`src/rtl/rename.sv`:
```
// Register-rename stage: speculative/committed RATs, circular free list with
// committed head for single-cycle flush recovery, one-entry output register.
module rename #(
  parameter int NUM_PREGS = 64,
  parameter int PREG_W    = $clog2(NUM_PREGS),
  parameter int FL_DEPTH  = NUM_PREGS - 32
) (
  input  logic              clk,
  input  logic              reset,
  input  logic              fe_valid_i,
  output logic              fe_ready_o,
  input  logic [31:0]       fe_pc_i,
  input  logic [4:0]        fe_rs1_i,
  input  logic [4:0]        fe_rs2_i,
  input  logic [4:0]        fe_rd_i,
  input  logic [31:0]       fe_imm_i,
  input  logic [9:0]        fe_ctrl_i,
  output logic              rn_valid_o,
  input  logic              rn_ready_i,
  output logic [31:0]       rn_pc_o,
  output logic [31:0]       rn_imm_o,
  output logic [9:0]        rn_ctrl_o,
  output logic [PREG_W-1:0] rn_prs1_o,
  output logic [PREG_W-1:0] rn_prs2_o,
  output logic [PREG_W-1:0] rn_prd_o,
  output logic [PREG_W-1:0] rn_old_prd_o,
  input  logic              cm_valid_i,
  input  logic [4:0]        cm_rd_i,
  input  logic [PREG_W-1:0] cm_prd_i,
  input  logic [PREG_W-1:0] cm_old_prd_i,
  input  logic              flush_i
);

  localparam int FL_W  = (FL_DEPTH > 1) ? $clog2(FL_DEPTH) : 1;
  localparam int CNT_W = $clog2(FL_DEPTH + 1);

  logic [PREG_W-1:0] spec_rat_r     [32];
  logic [PREG_W-1:0] arch_rat_r     [32];
  logic [PREG_W-1:0] arch_rat_nxt_s [32];
  logic [PREG_W-1:0] fl_mem_r       [FL_DEPTH];
  logic [FL_W-1:0]   head_r;
  logic [FL_W-1:0]   tail_r;
  logic [FL_W-1:0]   commit_head_r;
  logic [FL_W-1:0]   commit_head_nxt_s;
  logic [CNT_W-1:0]  fl_count_r;
  logic              accept_s;
  logic              alloc_s;
  logic [PREG_W-1:0] prs1_s;
  logic [PREG_W-1:0] prs2_s;

  function automatic logic [FL_W-1:0] ptr_inc(input logic [FL_W-1:0] p);
    if (p == FL_W'(FL_DEPTH - 1)) begin
      return {FL_W{1'b0}};
    end else begin
      return p + FL_W'(1);
    end
  endfunction

  assign fe_ready_o = reset && !flush_i && (!rn_valid_o || rn_ready_i) &&
                      (fl_count_r != CNT_W'(0));
  assign accept_s   = fe_valid_i && fe_ready_o;
  assign alloc_s    = accept_s && fe_ctrl_i[1] && (fe_rd_i != 5'd0);

  // Source lookup plus post-commit view of the committed state used by flush.
  always_comb begin
    arch_rat_nxt_s = arch_rat_r;
    if (cm_valid_i && (cm_rd_i != 5'd0)) begin
      arch_rat_nxt_s[cm_rd_i] = cm_prd_i;
    end else begin
      arch_rat_nxt_s = arch_rat_r;
    end
    if (cm_valid_i) begin
      commit_head_nxt_s = ptr_inc(commit_head_r);
    end else begin
      commit_head_nxt_s = commit_head_r;
    end
    if (fe_rs1_i == 5'd0) begin
      prs1_s = {PREG_W{1'b0}};
    end else begin
      prs1_s = spec_rat_r[fe_rs1_i];
    end
    if (fe_rs2_i == 5'd0) begin
      prs2_s = {PREG_W{1'b0}};
    end else begin
      prs2_s = spec_rat_r[fe_rs2_i];
    end
  end

  // Rename state, free list and output register; flush overrides allocation.
  always_ff @(posedge clk) begin
    if (!reset) begin
      for (int i = 0; i < 32; i++) begin
        spec_rat_r[i] <= PREG_W'(i);
        arch_rat_r[i] <= PREG_W'(i);
      end
      for (int j = 0; j < FL_DEPTH; j++) begin
        fl_mem_r[j] <= PREG_W'(32 + j);
      end
      head_r        <= {FL_W{1'b0}};
      tail_r        <= {FL_W{1'b0}};
      commit_head_r <= {FL_W{1'b0}};
      fl_count_r    <= CNT_W'(FL_DEPTH);
      rn_valid_o    <= 1'b0;
      rn_pc_o       <= 32'd0;
      rn_imm_o      <= 32'd0;
      rn_ctrl_o     <= 10'd0;
      rn_prs1_o     <= {PREG_W{1'b0}};
      rn_prs2_o     <= {PREG_W{1'b0}};
      rn_prd_o      <= {PREG_W{1'b0}};
      rn_old_prd_o  <= {PREG_W{1'b0}};
    end else begin
      arch_rat_r    <= arch_rat_nxt_s;
      commit_head_r <= commit_head_nxt_s;
      if (cm_valid_i) begin
        fl_mem_r[tail_r] <= cm_old_prd_i;
        tail_r           <= ptr_inc(tail_r);
      end
      if (flush_i) begin
        spec_rat_r <= arch_rat_nxt_s;
        head_r     <= commit_head_nxt_s;
        fl_count_r <= CNT_W'(FL_DEPTH);
        rn_valid_o <= 1'b0;
      end else begin
        if (alloc_s) begin
          spec_rat_r[fe_rd_i] <= fl_mem_r[head_r];
          head_r              <= ptr_inc(head_r);
        end
        fl_count_r <= fl_count_r + CNT_W'(cm_valid_i) - CNT_W'(alloc_s);
        if (accept_s) begin
          rn_valid_o   <= 1'b1;
          rn_pc_o      <= fe_pc_i;
          rn_imm_o     <= fe_imm_i;
          rn_ctrl_o    <= fe_ctrl_i;
          rn_prs1_o    <= prs1_s;
          rn_prs2_o    <= prs2_s;
          rn_prd_o     <= alloc_s ? fl_mem_r[head_r] : {PREG_W{1'b0}};
          rn_old_prd_o <= alloc_s ? spec_rat_r[fe_rd_i] : {PREG_W{1'b0}};
        end else if (rn_ready_i) begin
          rn_valid_o <= 1'b0;
        end
      end
    end
  end

  rename_chk #(.PREG_W(PREG_W)) u_chk (
    .clk           (clk),
    .reset         (reset),
    .cm_valid_i    (cm_valid_i),
    .cm_prd_i      (cm_prd_i),
    .commit_tag_s  (fl_mem_r[commit_head_r])
  );

endmodule

// Retirement must release tags in allocation order.
module rename_chk #(
  parameter int PREG_W = 6
) (
  input logic              clk,
  input logic              reset,
  input logic              cm_valid_i,
  input logic [PREG_W-1:0] cm_prd_i,
  input logic [PREG_W-1:0] commit_tag_s
);
  a_commit_order: assert property (@(posedge clk) disable iff (!reset)
    cm_valid_i |-> (cm_prd_i == commit_tag_s));
endmodule

```
`config.mk`:
```
export PLATFORM = sky130hd
export DESIGN_NAME = rename
export DESIGN_NICKNAME = d
export VERILOG_FILES = /design/src/rtl/rename.sv
export SDC_FILE = /design/constraint.sdc
export NUM_CORES = 1
export LEC_CHECK = 0
export BUFFER_PORTS_ARGS = -buffer_cell sky130_fd_sc_hd__buf_2
export CAP_MARGIN = 30
export CORE_MARGIN = 2
export CORE_UTILIZATION = 40
export CTS_CLUSTER_SIZE = 20
export DETAILED_ROUTE_END_ITERATION = 8
export PLACE_DENSITY_LB_ADDON = 0.05
export SKIP_CTS_REPAIR_TIMING = 1
export SLEW_MARGIN = 15
export SYNTH_ARGS = -nofsm -noshare
export SYNTH_HDL_FRONTEND = slang
export SYNTH_SLANG_ARGS = --single-unit
```
`constraint.sdc`:
```
create_clock -name clk -period 4.1 [get_ports clk]
set_clock_uncertainty 0.1 [all_clocks]
set_input_delay 0.82 -clock clk [delete_from_list [all_inputs] [get_ports clk]]
set_output_delay 0.82 -clock clk [all_outputs]
set_load 0.01 [all_outputs]
```
==> reports/results.txt <==
Status: completed
Leakage power: 14.0 nW
Main synth FF type: dfxtp_1
Post-synth ARST share: 0%
Peak supply drop: 0.000337 V
Maxcap violations: 0
Die Y: 293 um
Netlist cell types: 73
First-pass GRT wire length: 188000 um
FF+latch area: 16000 um2
Residual DRC: 0
Mapped Nets: 3301
Total Power: 0.0167 W
Later-pin clock latency in the skew report: 0.65 ns
Pin count of the biggest net entering global routing: 180
Most common cell in the netlist: dfxtp_1
Crit share post-route: 79.3%
Syn. warnings: 0
RSZ-0062 raised after global routing: no
Clock Tree Buf Depth: 3
Place WS: 0.655 ns
Antenna-violating nets left: 0
CP peak stage delay: 0.31 ns
Clock Sink Count: 701
Slew HR: 27.6%
Crit path max-delay cell type: buf_12
Area grow syn2layout: 15.9%
Register area share after synthesis: 47.6%
Synth cell count leaders: dfxtp_1 (509), nand2_1 (364), clkbuf_1 (223), mux2i_1 (198), edfxtp_1 (192)
Clock Root Buffer: clkbuf_16
Multi-input gate area: 16300 um2
Starting DRT DRC Count: 2723
Number of fill cells in the layout: 7835
Vias in the first global route: 27.2k
Power Density: 429 nW/um2
Hold Path Class: in2reg
Row cnt: 106
FF+latch count, synth: 701
Drt wl/cell: 28.8 um
H-tree depth: 3
Crit Path Max Fanout: 60
Final min period: 3.25 ns
CTS Buf Count: 82
Final net count: 3456
CP Capture Type: output port
Setup Viol. Count Final: 0
Io pins: 212
Setup crit start kind: primary input
TritonCTS clock tree: done
Core area: 83300 um2
Clk slew on worst S/H paths: 0.06 ns
Post-route setup TNS: 0 ns
F_max: 308 MHz
Mapped Cells: 3171
DR vias/cell: 6.19
Arr. time, crit path: 2.33 ns
Post-DP HPWL: 89300 um
Layout cells sized above 1: 22.4%
DR pass1 iterations: 5
Syn avg cell area: 10.6 um2
Required @ worst endpoint: 3.18 ns
Yosys top cell by area: dfxtp_1
CP Cell Sequence: clkbuf_8, buf_12, nor2b_1, buf_4, nand2_1, nor2_1, buf_2
Final Slew Violations: 0
GRT Total Usage: 29.4%
Cell Count Post-Placement: 4320
Global placer's final weighted congestion: 0.996
Most area-consuming cells after synthesis: dfxtp_1 (30%), edfxtp_1 (17%), mux4_2 (10%), mux2i_1 (5.9%), nand2_1 (4.1%)
Fin cells: 4472
Share of the synthesized area in the top cell type: 30.4%
Routed wire length: 129000 um
Die width: 293 um
GRT overflow: 0
Post-synth EDFFs: 192
Antenna violations before repair: 6
Fin Hold WS: 0.307 ns
Port bufs: 211
Final setup margin: 0.849 ns
Synthesized area: 33500 um2
Final Hold Fails: 0
Initial Util: 40.2%
Vias: 27.7k
Total die area: 86000 um2
Kind of critical path: in2out
Least-Margin Pin Slew: 1.09 ns
==> metrics by stage <==
stage / cell area, um2 / util, %
2_1_floorplan: 33500 / -
3_3_place_gp: 36000 / 43.3
3_5_place_dp: 36100 / 43.3
4_1_cts: 38800 / 46.6
5_1_grt: 38800 / 46.6
6_report: 38800 / 46.6
==> sequential cells by signal, indices dropped and copies added (netlist names), named ones only <==
register	flops
arch_rat_r	192
fl_mem_r	192
spec_rat_r	192
rn_imm_o	32
rn_pc_o	32
rn_ctrl_o	10
fl_count_r	6
rn_old_prd_o	6
rn_prd_o	6
rn_prs1_o	6
rn_prs2_o	6
commit_head_r	5
head_r	5
tail_r	5
rn_valid_o	1
==> where the power goes <==
part	total, W	internal, W	switching (W)
combinational	0.00183	0.000583	0.00125
clock	0.00744	0.00437	0.00307
sequential	0.00739	0.00726	0.000137
==> logic make-up after synthesis <==
logic type,count (synthesis),synth area share [%]
mux,429,18.9
simple gates,1062,15.7
xor+xnor,3,0.0785
buf+inv,322,3.90
flops,701,47.6
compound gates,636,13.1
fa+ha+maj,18,0.695
==> final cells by class <==
class                           instances  area share [%]
Clock buffer                          110            6.09
Tap cell                             1080            3.48
Inverter                               23           0.235
Timing Repair Buffer                  370            6.23
Clock inverter                         39           0.948
Multi-Input combinational cell       2148            41.9
Sequential cell                       701            41.1
Antenna cell                            1         0.00645
==> critical path: cells and delay by family <==
| kind | cells | cell delay (ns) |
|---|---|---|
| buffers and inverters | 4 | 0.87 |
| AND/OR/NAND/NOR | 3 | 0.61 |
==> metal layers <==
metal	track usage, %	up-vias	share of wire, %
met1	38.9	13900	41
met2	48.1	1258	47
li1	-	12200	-
met5	0	-	0.039
met3	4.92	281	7.4
met4	11.4	8	4.1
==> worst paths after layout <==
check,startpoint,to,slack [ns],depth (start not counted)
worst max register to register,fl_count_r[2],fl_count_r[4],1.07,16
worst min-delay path,fe_pc_i[4],rn_pc_o[4],0.31,3
worst min register to register,rn_prd_o[5],rn_prd_o[5],0.35,2
worst max-delay path,reset,fe_ready_o,0.85,7
==> placed cells by master (no fill, tap or decap), types with 16 or more instances in the layout <==
cell type	count
nor2b_1	25
buf_4	149
and3_1	42
clkinv_2	24
nor2_1	167
nand3_1	132
a22oi_1	118
ha_1	17
edfxtp_1	192
o2bb2ai_1	44
or3_1	67
nand2_1	364
mux2i_1	198
nand4_1	19
o22ai_1	54
nor3_1	56
a211o_1	16
a221o_1	57
and2_1	115
o21ai_0	125
mux2_2	75
dfxtp_1	508
inv_1	20
a21oi_1	117
mux4_2	156
buf_2	206
clkbuf_16	86
Note: power is estimated with default switching activity, not from simulation.
